<file path="src/rtl/multi_dataflow_kernel_adapter_mc.sv">
// Kernel adapter between HWPE streamers/engine and a multi_dataflow datapath.
// Gates input handshakes while a job runs, counts accepted beats per stream,
// emits per-stream event pulses and signals job completion once every output
// stream has delivered its programmed beat count. Data buses bypass this block.
module multi_dataflow_kernel_adapter_mc #(
    parameter int N_IN  = 2,
    parameter int N_OUT = 2,
    parameter int CNT_W = 16
) (
    input  logic                   clk_i,
    input  logic                   rst_i,
    input  logic                   clear_i,
    input  logic                   start_i,
    input  logic [N_OUT*CNT_W-1:0] tot_out_i,
    input  logic [N_IN*CNT_W-1:0]  in_ratio_i,
    input  logic [N_IN-1:0]        in_valid_i,
    output logic [N_IN-1:0]        in_ready_o,
    output logic [N_IN-1:0]        k_in_valid_o,
    input  logic [N_IN-1:0]        k_in_ready_i,
    input  logic [N_OUT-1:0]       out_valid_i,
    input  logic [N_OUT-1:0]       out_ready_i,
    output logic [N_IN-1:0]        in_evt_o,
    output logic [N_OUT-1:0]       out_evt_o,
    output logic [N_OUT*CNT_W-1:0] out_cnt_o,
    output logic                   done_o,
    output logic                   idle_o,
    output logic                   err_o
);

    localparam logic [CNT_W-1:0] ONE = {{(CNT_W-1){1'b0}}, 1'b1};

    typedef enum logic [1:0] {
        ST_IDLE,
        ST_RUN,
        ST_DONE
    } state_t;

    state_t           state;
    logic             srst;
    logic             run;
    logic             start_fire;
    logic             complete;

    logic [CNT_W-1:0] tot_lat   [N_OUT];
    logic [CNT_W-1:0] ratio_lat [N_IN];
    logic [CNT_W-1:0] gcnt      [N_IN];
    logic [CNT_W-1:0] out_cnt   [N_OUT];

    logic [N_IN-1:0]  in_acc;
    logic [N_OUT-1:0] out_acc;
    logic [N_OUT-1:0] out_full;
    logic [N_OUT-1:0] out_bad;

    // Soft clear and reset are interchangeable.
    assign srst       = rst_i | clear_i;
    assign run        = (state == ST_RUN);
    assign start_fire = (state == ST_IDLE) && start_i;

    // Handshake gating is purely combinational so the pass-through adds no latency.
    assign in_ready_o   = k_in_ready_i & {N_IN{run}};
    assign k_in_valid_o = in_valid_i & {N_IN{run}};
    assign in_acc       = in_valid_i & k_in_ready_i & {N_IN{run}};

    assign out_acc = out_valid_i & out_ready_i;
    // A beat is illegal outside RUN or on a stream that already reached its total.
    assign out_bad = out_acc & (~{N_OUT{run}} | out_full);

    assign done_o = (state == ST_DONE);
    assign idle_o = (state == ST_IDLE);

    // Per-stream completion flags and the job-complete reduction.
    always_comb begin
        // NOTE: every combinationally assigned signal gets a default first so no latch is inferred.
        out_full = '0;
        for (int j = 0; j < N_OUT; j++) begin
            out_full[j] = (out_cnt[j] == tot_lat[j]);
        end
        complete = &out_full;
    end

    for (genvar j = 0; j < N_OUT; j++) begin : g_cnt_pack
        assign out_cnt_o[j*CNT_W +: CNT_W] = out_cnt[j];
    end

    // Job FSM and configuration latch.
    always_ff @(posedge clk_i) begin
        if (srst) begin
            // NOTE: sequential state uses non-blocking assignments so every register samples pre-edge values.
            state <= ST_IDLE;
            for (int j = 0; j < N_OUT; j++) tot_lat[j] <= '0;
            for (int i = 0; i < N_IN; i++) ratio_lat[i] <= '0;
        end else begin
            case (state)
                ST_IDLE: begin
                    if (start_i) begin
                        for (int j = 0; j < N_OUT; j++) begin
                            tot_lat[j] <= tot_out_i[j*CNT_W +: CNT_W];
                        end
                        // A zero ratio would never produce an event; treat it as one.
                        for (int i = 0; i < N_IN; i++) begin
                            ratio_lat[i] <= (in_ratio_i[i*CNT_W +: CNT_W] == '0) ?
                                            ONE : in_ratio_i[i*CNT_W +: CNT_W];
                        end
                        state <= ST_RUN;
                    end
                end
                ST_RUN: begin
                    if (complete) state <= ST_DONE;
                end
                ST_DONE: state <= ST_IDLE;
                default: state <= ST_IDLE;
            endcase
        end
    end

    // Input group counters; an event pulses the cycle after a group closes.
    always_ff @(posedge clk_i) begin
        if (srst) begin
            in_evt_o <= '0;
            for (int i = 0; i < N_IN; i++) gcnt[i] <= '0;
        end else begin
            in_evt_o <= '0;
            for (int i = 0; i < N_IN; i++) begin
                if (start_fire) begin
                    gcnt[i] <= '0;
                end else if (in_acc[i]) begin
                    if (gcnt[i] == ratio_lat[i] - ONE) begin
                        gcnt[i]     <= '0;
                        in_evt_o[i] <= 1'b1;
                    end else begin
                        gcnt[i] <= gcnt[i] + ONE;
                    end
                end
            end
        end
    end

    // Output beat counters (saturating), beat events and sticky protocol error.
    always_ff @(posedge clk_i) begin
        if (srst) begin
            out_evt_o <= '0;
            err_o     <= 1'b0;
            for (int j = 0; j < N_OUT; j++) out_cnt[j] <= '0;
        end else begin
            out_evt_o <= out_acc;
            if (|out_bad) err_o <= 1'b1;
            for (int j = 0; j < N_OUT; j++) begin
                if (start_fire) begin
                    out_cnt[j] <= '0;
                end else if (run && out_acc[j] && !out_full[j]) begin
                    out_cnt[j] <= out_cnt[j] + ONE;
                end
            end
        end
    end

endmodule

</file>
<file path="config.mk">
export PLATFORM = sky130hd
export DESIGN_NAME = multi_dataflow_kernel_adapter_mc
export DESIGN_NICKNAME = d
export VERILOG_FILES = /design/src/rtl/multi_dataflow_kernel_adapter_mc.sv
export SDC_FILE = /design/constraint.sdc
export NUM_CORES = 1
export LEC_CHECK = 0
export CORE_ASPECT_RATIO = 2
export CORE_UTILIZATION = 50
export DETAILED_ROUTE_END_ITERATION = 8
export GPL_TIMING_DRIVEN = 1
export PLACE_DENSITY = 0.87
export SLEW_MARGIN = 15
export SYNTH_ARGS = -nofsm -noshare
export SYNTH_HDL_FRONTEND = slang
export SYNTH_SLANG_ARGS = --single-unit
</file>
<file path="constraint.sdc">
create_clock -name clk_i -period 5.4 [get_ports clk_i]
set_clock_uncertainty 0.05 [all_clocks]
set_input_delay 1.08 -clock clk_i [delete_from_list [all_inputs] [get_ports clk_i]]
set_output_delay 1.08 -clock clk_i [all_outputs]
set_load 0.1 [all_outputs]
</file>
# After elaboration in Yosys (flattened, before gate mapping)
# Memory sizes are Yosys's and may differ from the RTL's.
# Index checks and enable logic that the tools add are counted.
dict set report word_totals {
  ff_bits 7
  mem_bits_rw 128
  in_bits 76
  word_cells 114
  n_memories 4
}
dict set report classes {
  n_addsub 6
  n_eq_ne 8
  mux 56
  bitwise_logic 23
  n_reduce_logical 13
}
# memory depth width read_ports rd_clocked_by_memory_dff write_ports line
set memory_table {}
lappend memory_table {gcnt 2 16 2 0 2 46} ;# logic [CNT_W-1:0] gcnt [N_IN];
lappend memory_table {out_cnt 2 16 2 0 2 47} ;# logic [CNT_W-1:0] out_cnt [N_OUT];
lappend memory_table {ratio_lat 2 16 2 0 2 45} ;# logic [CNT_W-1:0] ratio_lat [N_IN];
lappend memory_table {tot_lat 2 16 2 0 2 44} ;# logic [CNT_W-1:0] tot_lat [N_OUT];
# op count
set op_table {}
lappend op_table {{$mux 16} 16}
lappend op_table {{$add 16x1->16 const B} 4}
lappend op_table {{$eq 16x16->1} 4}
lappend op_table {{$mux 1} 37}
lappend op_table {{$logic_not 16->1} 2}
lappend op_table {{$sub 16x1->16 const B} 2}
lappend op_table {{$or 1x1->1} 15}
lappend op_table {{$and 2x2->2} 6}
lappend op_table {{$logic_and 1x1->1} 5}
lappend op_table {{$mux 2} 2}
lappend op_table {{$pmux 2 s2} 1}
lappend op_table {{$reduce_and 2->1} 2}
lappend op_table {{$eq 2x1->1 const B} 1}
lappend op_table {{$eq 2x2->1 const B} 1}
lappend op_table {{$logic_not 1->1} 2}
lappend op_table {{$logic_not 2->1} 1}
lappend op_table {{$ne 2x1->1 const B} 1}
lappend op_table {{$ne 2x2->1 const B} 1}
lappend op_table {{$not 2->2} 1}
lappend op_table {{$or 2x2->2} 1}
lappend op_table {{$reduce_or 2->1} 1}

# Longest topological paths before layout
# Gate-level depths: netlist (run 1).
dict set report logic_depth {
  word_depth 9
  depth_mapped 9
  mapped_depth_nobuf 8
}

# Worst setup path after synthesis (run 1)
# OpenSTA, ideal clock, no wires.
dict set report synth_path {
  path_kind {reg-to-reg}
  from {register state[1]}
  to {memory out_cnt[1][0] (enable)}
  arrival_ns 4.508
  t_required_ns 4.985
  path_slack_ns 0.477
  stages_incl_launch_ff 8
  n_path_buf 2
  path_cell_list {dfxtp_1 -> nor2_1 -> a21oi_1 -> inv_1 -> or3_1 -> clkbuf_1 -> clkbuf_1 -> nand2_1}
}
# item line
set synth_lines {}
lappend synth_lines {{start, declared} 38} ;# state_t state;
lappend synth_lines {{start signal, assigned} 89} ;# state <= ST_IDLE;
lappend synth_lines {{start signal, assigned} 104} ;# state <= ST_RUN;
lappend synth_lines {{start signal, assigned} 108} ;# if (complete) state <= ST_DONE;
lappend synth_lines {{end, declared} 47}

# Worst setup path in the final report (run 1)
dict set report layout_path {
  from {input port k_in_ready_i[0]}
  to {output port in_ready_o[0]}
}
dict set report layout_via {
  elab_chain_cells 1
}
# item line
set layout_rtl {}
lappend layout_rtl {{start, declared} 19} ;# input logic [N_IN-1:0] k_in_ready_i,
lappend layout_rtl {{$and 2x2->2} 60} ;# assign in_ready_o = k_in_ready_i & {N_IN{run}};
lappend layout_rtl {{end, declared} 17} ;# output logic [N_IN-1:0] in_ready_o,
# Every way passes these cells.

==> results of run 1 <==
[worst max-delay path, cell delays in order]
cell	delay [ns]
clkdlybuf4s50_1	0.48
and2_1	0.13
clkdlybuf4s50_1	1.13
[power by group through the flow]
stage / clock, mW / combinational (mW) / sequential [mW]
2_1_floorplan: 0 / 0.233 / 1.38
3_3_place_gp: 0 / 0.448 / 1.31
6_report: 1.21 / 0.464 / 1.29
4_1_cts: 1.23 / 0.464 / 1.29
3_5_place_dp: 0 / 0.459 / 1.31
5_1_grt: 1.27 / 0.497 / 1.30
[area by class of cell]
type / instances / area [um2] / share of cell area (%)
multi-input combinational: 508 / 3370 / 35.7
inverter: 13 / 48.8 / 0.516
clock buffer: 17 / 425 / 4.50
sequential: 135 / 3980 / 42.1
timing repair buffer: 120 / 1200 / 12.6
clock inverter: 15 / 189 / 2.00
tap: 195 / 244 / 2.58
[state kept, by name (all words and copies together) (netlist names)]
register and cells:
gcnt 32, out_cnt 32, ratio_lat 32, tot_lat 32
in_evt_o 2, out_evt_o 2, state 2, err_o 1
[cells by family after synthesis]
group                      count (synthesis)  synth area share [%]
AOI/OAI and AO/OA                         42                  4.26
xor gates and xnor gates                 120                  14.0
adders and majority gates                  6                 0.999
buffers and inverters                     39                  2.05
DFF                                      135                  53.0
muxes                                      1                 0.150
and+or+nand+nor                          339                  25.5
[Yosys cell counts (2+ instances only)]
master	n	area share (%)
clkbuf_1	25	1.2
or4_4	2	0.30
and4_1	4	0.47
nor2_1	62	3.1
and2_1	39	3.2
nand4_1	21	1.7
o311ai_0	2	0.23
and4b_1	3	0.40
a311oi_1	5	0.58
xor2_1	65	7.6
a41o_1	2	0.27
a31oi_1	2	0.17
dfxtp_1	7	1.9
nand2b_1	8	0.67
or2_2	5	0.42
nand2_1	40	2.0
o21ai_0	7	0.47
a31o_2	2	0.23
edfxtp_1	128	51
nor4_1	45	3.7
nand3b_1	5	0.50
nor4_4	2	0.57
nor3_1	14	0.93
nor3b_1	4	0.40
or3_1	5	0.42
and3_1	44	3.7
xnor2_1	55	6.4
a21oi_1	11	0.73
inv_1	13	0.65
nand3_1	24	1.6
ha_1	6	1.0
nor2b_1	4	0.33
nand4b_1	3	0.35
[metrics by stage]
stage	total power, mW	area [um2]	setup WS [ns]
after floorplan	1.61	7510	0.477
after global placement	1.76	8850	1.19
after detailed placement	1.77	8850	1.17
after CTS	2.98	9460	1.45
after global routing	3.06	9460	1.37
final	2.97	9460	1.46
[worst min path at each step]
stage	start	to	slack [ns]	depth (start not counted)
global route	err_o$_SDFFE_PN0P_	err_o$_SDFFE_PN0P_	0.56	2
global placement	err_o$_SDFFE_PN0P_	err_o$_SDFFE_PN0P_	0.46	2
floorplan	state[0]$_SDFFE_PN0P_	state[1]$_SDFFE_PN0P_	0.47	2
detailed placement	err_o$_SDFFE_PN0P_	err_o$_SDFFE_PN0P_	0.46	2
CTS	err_o$_SDFFE_PN0P_	err_o$_SDFFE_PN0P_	0.49	2
finish	err_o$_SDFFE_PN0P_	err_o$_SDFFE_PN0P_	0.51	2
[per-layer routing]
| layer | up-vias | track usage (%) | share of wire (%) |
|---|---|---|---|
| li1 | 2749 | - | - |
| met1 | 2790 | 26.2 | 34 |
| met2 | 239 | 45.9 | 56 |
| met3 | 70 | 4.93 | 4.8 |
| met4 | 0 | 15.3 | 5.1 |
| met5 | - | 0 | 0 |
==> summary.txt, run 1 <==
status: completed
number of fill cells: 1103
cts bufs inserted: 17
overall routed net length: 18400 um
antenna cells: 0
vias in the first global route: 5966
Synth Register Bits: 135
post-synthesis cell area: 7510 um2
Rows: 63
clk sinks: 135
DRC Markers: 0
Crit Path Category: primary input to output pin
die area: 15500 um2
Final nets: 877
clock share of power: 40.9%
Final Cycle Share: 73.0%
first-pass GRT wire length: 29400 um
routability cong.: 0.909
FMAX: 0.254 GHz
pin count of the biggest net entering global routing: 65
CTS tree: yes
clock-pin slew on the worst setup and hold paths: 0.06 ns
Leak Pwr: 3.54 nW
Die Ht: 175 um
Util after Layout: 64.2%
mean area per synthesized cell: 11.0 um2
Setup crit end kind: output pin
YS warnings: 0
switching power as a share of total power: 28.2%
critical-path maximum fanout: 2
PD cells: 314 nW/um2
clk root buf: clkbuf_16
router iterations before antenna repair: 5
area of the core: 14700 um2
commonest cells after routing, fill and taps aside: edfxtp_1, clkdlybuf4s50_1, xor2_1
gr ovfl total: 0
Max Cap Violations: 0
starting DRC count in detailed routing: 507
crit path to: in_ready_o[0]
NetSw: 0.837 mW
initial core utilization: 51.0%
RSZ-0062 raised after global routing: false
Post-synth EDFFs: 128
logic gate share of total power: 15.6%
I/O Buffers: 118
gr usage total: 25.5%
commonest non-fill, non-tap cell in the layout: edfxtp_1
Slew headroom: 30.2%
Die Wd: 88.7 um
Post-synth top flop: edfxtp_1
layout cells sized above 1: 6.06%
final hold vios: 0
fin crit period: 3.94 ns
htree depth: 4
# resized after CTS: 0
reg2reg start: ratio_lat[0][3]$_SDFFCE_PP0P_
Post-Layout Cell Count: 1003
area delta synth->final: 25.9%
CP arrival: 2.81 ns
detailed-route via count: 5848
Startpoint Class: primary input
final hold slack: 0.508 ns
# Post-CTS Setup Buffers: 0
clk_lat worst skew: 0.43 ns
I/O pins: 119
Inst Count DP: 971
Post-Syn Instances: 682
RR Endpoint: gcnt[0][14]$_SDFFCE_PN0P_
async set-reset flop share out of synthesis: 0%
CTS Hold Buffers Added: 0
via/cell ratio: 5.83
Final ANT Viol Nets: 0
worst-case clock buffer depth: 2
hpwl dp: 13300 um
Slew @ Worst Pin: 1.04 ns
Seq/Total Area, Yosys: 53.0%
setup violators final: 0
Internal Power: 2.13 mW
sequential group share of total power: 43.5%
Peak VDD IR: 0.000350 V
synth unique cells: 51
Avg WL per Cell: 18.3 um
Synthesized Nets: 764
R2R Setup Slk: 2.02 ns
Final Max Tran Viols: 0
Hold WC Path Type: register to register
initial antenna violation count: 0
Final TNS setup: 0 ns
R2R cell count: 6
WP data required: 4.27 ns
CP startpoint: k_in_ready_i[0]
Note: power is estimated with default switching activity, not from simulation.
==> run 2, diff against run 1 <==
--- a/config.mk
+++ b/config.mk
@@ -6,10 +6,10 @@
 export NUM_CORES = 1
 export LEC_CHECK = 0
 export CORE_ASPECT_RATIO = 2
-export CORE_UTILIZATION = 50
+export CORE_UTILIZATION = 49
 export DETAILED_ROUTE_END_ITERATION = 8
 export GPL_TIMING_DRIVEN = 1
-export PLACE_DENSITY = 0.87
+export PLACE_DENSITY = 0.89
 export SLEW_MARGIN = 15
 export SYNTH_ARGS = -nofsm -noshare
 export SYNTH_HDL_FRONTEND = slang
==> constraint.sdc (replaced) <==
create_clock -name clk_i -period 3.6 [get_ports clk_i]
set_clock_uncertainty 0.05 [all_clocks]
set_input_delay 0.72 -clock clk_i [delete_from_list [all_inputs] [get_ports clk_i]]
set_output_delay 0.72 -clock clk_i [all_outputs]
set_load 0.1 [all_outputs]
==> run 2 against run 1 <==
Against the previous run:
- cell count rose by 0.70%
- count of clock-buffer cells in the layout increased by 2
- global-route usage decreased by 1.0 points
- first-iteration DRC count is 14% lower
- worst hold slack improved by 0.033 ns
- largest power group is now clock
- highest routed layer unchanged
==> summary.txt, run 2 (synthesis gave the netlist of run 1 again) <==
overall routed net length: 18200 um (was 18400 um)
Final ANT Viol Nets: 0 (unchanged)
# Post-CTS Setup Buffers: 0 (unchanged)
clock-pin slew on the worst setup and hold paths: 0.06 ns (about the same)
clk root buf: clkbuf_16 (unchanged)
initial core utilization: 50.4% (was 51.0%)
worst slack, placed: 0.489 ns (was 1.17 ns)
CTS tree: yes (unchanged)
starting DRC count in detailed routing: 438 (was 507)
area of the core: 14900 um2 (was 14700 um2)
Final Cycle Share: 82.9%
detailed-route via count: 5991 (was 5848)
setup violators final: 0 (unchanged)
I/O pins: 119 (unchanged)
clock share of power: 43.4% (was 40.9%)
CP arrival: 3.08 ns (was 2.81 ns)
Slew @ Worst Pin: 0.970 ns (was 1.04 ns)
clk_lat worst skew: 0.41 ns (was 0.43 ns)
PD cells: 488 nW/um2 (was 314 nW/um2)
Crit Path Category: register to register (was primary input to output pin)
DRC Markers: 0 (unchanged)
WP buf/inv: 1 (was 2)
Max Cap Violations: 0 (unchanged)
fin crit period: 2.99 ns
antenna cells: 0 (unchanged)
Internal Power: 3.46 mW (was 2.13 mW)
Slew headroom: 35.1% (was 30.2%)
commonest non-fill, non-tap cell in the layout: edfxtp_1 (unchanged)
sequential group share of total power: 41.7% (was 43.5%)
vias in the first global route: 6047 (was 5966)
worst-case clock buffer depth: 2 (unchanged)
CP top delay family: simple AND/OR/NAND/NOR gates (was buffers and inverters)
WP data required: 3.70 ns (was 4.27 ns)
final hold slack: 0.541 ns (was 0.508 ns)
Inst Count DP: 978 (was 971)
NetSw: 1.19 mW (was 0.837 mW)
die area: 15900 um2 (was 15500 um2)
# resized after CTS: 0 (unchanged)
htree depth: 4 (unchanged)
number of fill cells: 1038 (was 1103)
RSZ-0062 raised after global routing: false (unchanged)
via/cell ratio: 5.93 (was 5.83)
design area: 9530 um2 (was 9460 um2)
Leak Pwr: 3.68 nW (was 3.54 nW)
gr usage total: 24.4% (was 25.5%)
area delta synth->final: 26.8% (was 25.9%)
CTS Hold Buffers Added: 0 (unchanged)
FMAX: 0.335 GHz
Final Max Tran Viols: 0 (unchanged)
Startpoint Class: register (was primary input)
worst path cell trace: or4_4 -> or4_4 -> xnor2_1 -> a211o_1 -> nor4_4 -> buf_4 -> nor4_1 (was clkdlybuf4s50_1 -> and2_1 -> clkdlybuf4s50_1)
Final TNS setup: 0 ns (unchanged)
Placed Area: 8840 um2 (was 8850 um2)
hpwl dp: 13100 um (was 13300 um)
Setup crit end kind: register (was output pin)
commonest cells after routing, fill and taps aside: edfxtp_1, clkdlybuf4s50_1, xor2_1 (unchanged)
logic gate share of total power: 14.9% (was 15.6%)
Slowest cell on crit path: or4_4 (was clkdlybuf4s50_1)
router iterations before antenna repair: 7 (was 5)
Post-Layout Cell Count: 1010 (was 1003)
CP most frequent cell: or4_4 (was clkdlybuf4s50_1)
routability cong.: 0.886 (was 0.909)
Avg WL per Cell: 18.0 um (was 18.3 um)
status: completed (unchanged)
critical-path maximum fanout: 17 (was 2)
CP max stage delay: 0.60 ns (was 1.13 ns)
setup ws final: 0.615 ns (was 1.46 ns)
R2R Setup Slk: 0.61 ns (was 2.02 ns)
I/O Buffers: 118 (unchanged)
Final nets: 884 (was 877)
layout cells sized above 1: 11.4% (was 6.06%)
Die Wd: 89.6 um (was 88.7 um)
final hold vios: 0 (unchanged)
first-pass GRT wire length: 29000 um (was 29400 um)
gr ovfl total: 0 (unchanged)
cts bufs inserted: 17 (unchanged)
Hold WC Path Type: register to register (unchanged)
Die Ht: 177 um (was 175 um)
initial antenna violation count: 0 (unchanged)
Rows: 63 (unchanged)
switching power as a share of total power: 25.5% (was 28.2%)
pin count of the biggest net entering global routing: 65 (unchanged)
Peak VDD IR: 0.000459 V (was 0.000350 V)
clk sinks: 135 (unchanged)
==> run 2: metrics by stage <==
stage	util, %	power, mW
2_1_floorplan	-	2.42
3_3_place_gp	59.4	2.63
3_5_place_dp	59.4	2.65
4_1_cts	64.0	4.66
5_1_grt	64.0	4.78
6_report	64.0	4.65
==> run 2: routing by layer <==
layer | up-vias | GRT usage, % | wire [um]
met5 | - | 0 | 0
met4 | 0 | 14.0 | 873
met3 | 66 | 4.38 | 855
met2 | 274 | 45.4 | 10500
met1 | 2889 | 24.3 | 6000
li1 | 2762 | - | -
==> run 2: power by group through the flow <==
stage,Combinational (mW),Clock [mW],Sequential [mW]
after floorplan,0.355,0,2.07
after global placement,0.670,0,1.96
after detailed placement,0.684,0,1.97
after CTS,0.694,2.03,1.93
after global routing,0.735,2.09,1.95
final,0.693,2.01,1.94
==> run 2: layout make-up <==
cell class	instances	area [um2]	share of cell area, %
flip-flops and latches	135	3980	41.8
inverters	13	52.6	0.552
clock inverters	13	251	2.64
clock buffers	19	433	4.54
multi-input cells	508	3410	35.8
well taps	195	244	2.56
repair buffers	127	1160	12.1
==> run 2: worst reg2reg max path, delay by kind of cell (launching register included) <==
kind            cells  cell delay, ns
simple gates        4            1.48
flops               1            0.47
compound gates      1            0.30
buf+inv             1            0.26
xor+xnor            1            0.15
==> run 2: path summary, 6_finish.rpt <==
kind              cells after the start                     startpoint                        end
setup / recovery                      7  ratio_lat[0][3]$_SDFFCE_PP0P_  gcnt[0][12]$_SDFFCE_PN0P_
hold / removal                        2             err_o$_SDFFE_PN0P_         err_o$_SDFFE_PN0P_
setup reg to reg                      7  ratio_lat[0][3]$_SDFFCE_PP0P_  gcnt[0][12]$_SDFFCE_PN0P_
hold reg to reg                       2             err_o$_SDFFE_PN0P_         err_o$_SDFFE_PN0P_
==> run 3, diff against run 2 <==
==> constraint.sdc (replaced) <==
create_clock -name clk_i -period 2.5 [get_ports clk_i]
set_clock_uncertainty 0.05 [all_clocks]
set_input_delay 0.5 -clock clk_i [delete_from_list [all_inputs] [get_ports clk_i]]
set_output_delay 0.5 -clock clk_i [all_outputs]
set_load 0.1 [all_outputs]
==> run 3 against run 2 <==
Against the previous run:
- the run now ends with negative setup slack left
- clock power up 19%
- wire length up 9.8%
- register-to-register slack worse by 0.74 ns
- critical path depth unchanged
- first-iteration DRC count up 3.0%
- sequential power up 42%
- count of clock-buffer cells in the layout down 1
- final area up 6.6%
- non-clock buffer count up 60
- sequential share of layout area down 2.6 points
- fmax up 14%
- worst setup slack worse by 0.74 ns
- largest cell class unchanged
- highest routed layer unchanged
==> summary.txt, run 3 (synthesis gave the netlist of run 1 again) <==
number of fill cells: 1009 (was 1038)
setup ws final: -0.129 ns (was 0.615 ns)
Hold WC Path Type: register to register (unchanged)
worst slack, placed: -0.123 ns (was 0.489 ns)
PD cells: 627 nW/um2 (was 488 nW/um2)
met3 wire len: 738 um (was 855 um)
Peak VDD IR: 0.000516 V (was 0.000459 V)
FMAX: 0.380 GHz (was 0.335 GHz)
sequential group share of total power: 43.3% (was 41.7%)
fin crit period: 2.63 ns (was 2.99 ns)
Final Max Tran Viols: 0 (unchanged)
Slew @ Worst Pin: 0.808 ns (was 0.970 ns)
Max Cap Violations: 0 (unchanged)
pin count of the biggest net entering global routing: 65 (unchanged)
critical-path maximum fanout: 17 (unchanged)
WP data required: 2.59 ns (was 3.70 ns)
final hold vios: 0 (unchanged)
starting DRC count in detailed routing: 451 (was 438)
I/O Buffers: 118 (unchanged)
vias in the first global route: 6245 (was 6047)
status: complete, but fails checks (was completed)
worst-case clock buffer depth: 2 (unchanged)
cts bufs inserted: 17 (unchanged)
Final nets: 944 (was 884)
wl on met1: 6240 um (was 6000 um)
router iterations before antenna repair: 5 (was 7)
Rows: 63 (unchanged)
gr ovfl total: 0 (unchanged)
Inst Count DP: 1031 (was 978)
commonest cells after routing, fill and taps aside: edfxtp_1, buf_4, clkdlybuf4s50_1 (was edfxtp_1, clkdlybuf4s50_1, xor2_1)
clk root buf: clkbuf_16 (unchanged)
Setup crit end kind: register (unchanged)
CTS tree: yes (unchanged)
Die Wd: 89.6 um (unchanged)
first-pass GRT wire length: 30200 um (was 29000 um)
Leak Pwr: 4.00 nW (was 3.68 nW)
antenna cells: 0 (unchanged)
CP arrival: 2.72 ns (was 3.08 ns)
die area: 15900 um2 (unchanged)
detailed-route via count: 6197 (was 5991)
area of the core: 14900 um2 (unchanged)
clock-pin slew on the worst setup and hold paths: 0.06 ns (about the same)
via/cell ratio: 5.79 (was 5.93)
initial core utilization: 50.4% (unchanged)
Die Ht: 177 um (unchanged)
area delta synth->final: 35.2% (was 26.8%)
RSZ-0062 raised after global routing: true (was false)
clock share of power: 37.6% (was 43.4%)
clk_lat worst skew: 0.42 ns (was 0.41 ns)
overall routed net length: 20000 um (was 18200 um)
Post-Layout Cell Count: 1070 (was 1010)
logic gate share of total power: 19.1% (was 14.9%)
initial antenna violation count: 0 (unchanged)
NetSw: 1.85 mW (was 1.19 mW)
layout cells sized above 1: 21.8% (was 11.4%)
DRC Markers: 0 (unchanged)
Final ANT Viol Nets: 0 (unchanged)
setup violators final: 32 (was 0)
switching power as a share of total power: 29.0% (was 25.5%)
Slew headroom: 46.1% (was 35.1%)
Final Cycle Share: 105% (was 82.9%)
metal2 WL: 11900 um (was 10500 um)
gr usage total: 25.9% (was 24.4%)
clk sinks: 135 (unchanged)
failing checks: negative setup slack
Internal Power: 4.52 mW (was 3.46 mW)
I/O pins: 119 (unchanged)
hpwl dp: 14400 um (was 13100 um)
routability cong.: 0.917 (was 0.886)
Startpoint Class: register (unchanged)
Crit Path Category: register to register (unchanged)
Avg WL per Cell: 18.7 um (was 18.0 um)
max layer used: met4 (unchanged)
htree depth: 4 (unchanged)
commonest non-fill, non-tap cell in the layout: edfxtp_1 (unchanged)
==> run 3: changes by cell type in the layout (fill, tap and decap cells not counted), sizes merged, moves of 3 or more <==
cell           change
clkdlybuf4s50      -6
bufinv             -6
clkinv             -3
buf               +64
clkinvlp           +4
inv                +6
==> run 3: path summary, 6_finish.rpt <==
kind / endpoint / cells after the start / slack (ns) / from
max: gcnt[0][5]$_SDFFCE_PN0P_ / 7 / -0.13 / ratio_lat[0][7]$_SDFFCE_PP0P_
min: err_o$_SDFFE_PN0P_ / 2 / 0.56 / err_o$_SDFFE_PN0P_
max reg2reg: gcnt[0][5]$_SDFFCE_PN0P_ / 7 / -0.13 / ratio_lat[0][7]$_SDFFCE_PP0P_
min reg2reg: err_o$_SDFFE_PN0P_ / 2 / 0.56 / err_o$_SDFFE_PN0P_
==> run 3: through the flow <==
stage               hold WS [ns]  utilization, %  total power [mW]  instance area [um2]  setup TNS (ns)
floorplan                  0.503               -              3.50                 7630          -35.68
global placement           0.466            62.9              3.92                 9370           -1.33
detailed placement         0.515            62.9              3.95                 9370           -2.27
CTS                        0.559            66.8              6.33                 9950           -1.92
global route               0.604            68.2              6.57                10200           -4.96
finish                     0.559            68.2              6.37                10200           -3.11
==> run 3: per-layer routing <==
layer	track usage, %	up-vias
met4	16.1	0
met1	23.6	2993
met5	0	-
met2	49.9	245
met3	4.06	77
li1	-	2882
==> run 3: power groups by stage <==
stage          sequential, mW  clock (mW)  combinational [mW]
6_report                 2.76        2.40                1.21
3_5_place_dp             2.80           0                1.15
3_3_place_gp             2.79           0                1.13
5_1_grt                  2.77        2.51                1.29
4_1_cts                  2.75        2.41                1.17
2_1_floorplan            2.98           0               0.520
==> run 3: layout make-up <==
class / count / area (um2) / area share, %
Sequential cell: 135 / 3980 / 39.2
Multi-Input combinational cell: 508 / 3560 / 35.1
Timing Repair Buffer: 187 / 1740 / 17.2
Clock buffer: 18 / 429 / 4.23
Tap cell: 195 / 244 / 2.40
Clock inverter: 14 / 140 / 1.38
Inverter: 13 / 52.6 / 0.517
==> run 3: repair_timing <==
item | CTS | global route
setup endpoints to repair | 33 | 34
gates resized for setup | 4 | 23
setup buffers | 0 | 5
cloned | 0 | 2
hold buffers | 0 | 0
pin swaps | 1 | 1
==> run 3: worst max-delay path: stages (launching register included) <==
cell and delay, ns:
edfxtp_1 0.39, or3_1 0.42, or4_4 0.59, nor4_4 0.16, o2111ai_2 0.18, nor4_4 0.32
buf_12 0.19, nor4_1 0.06
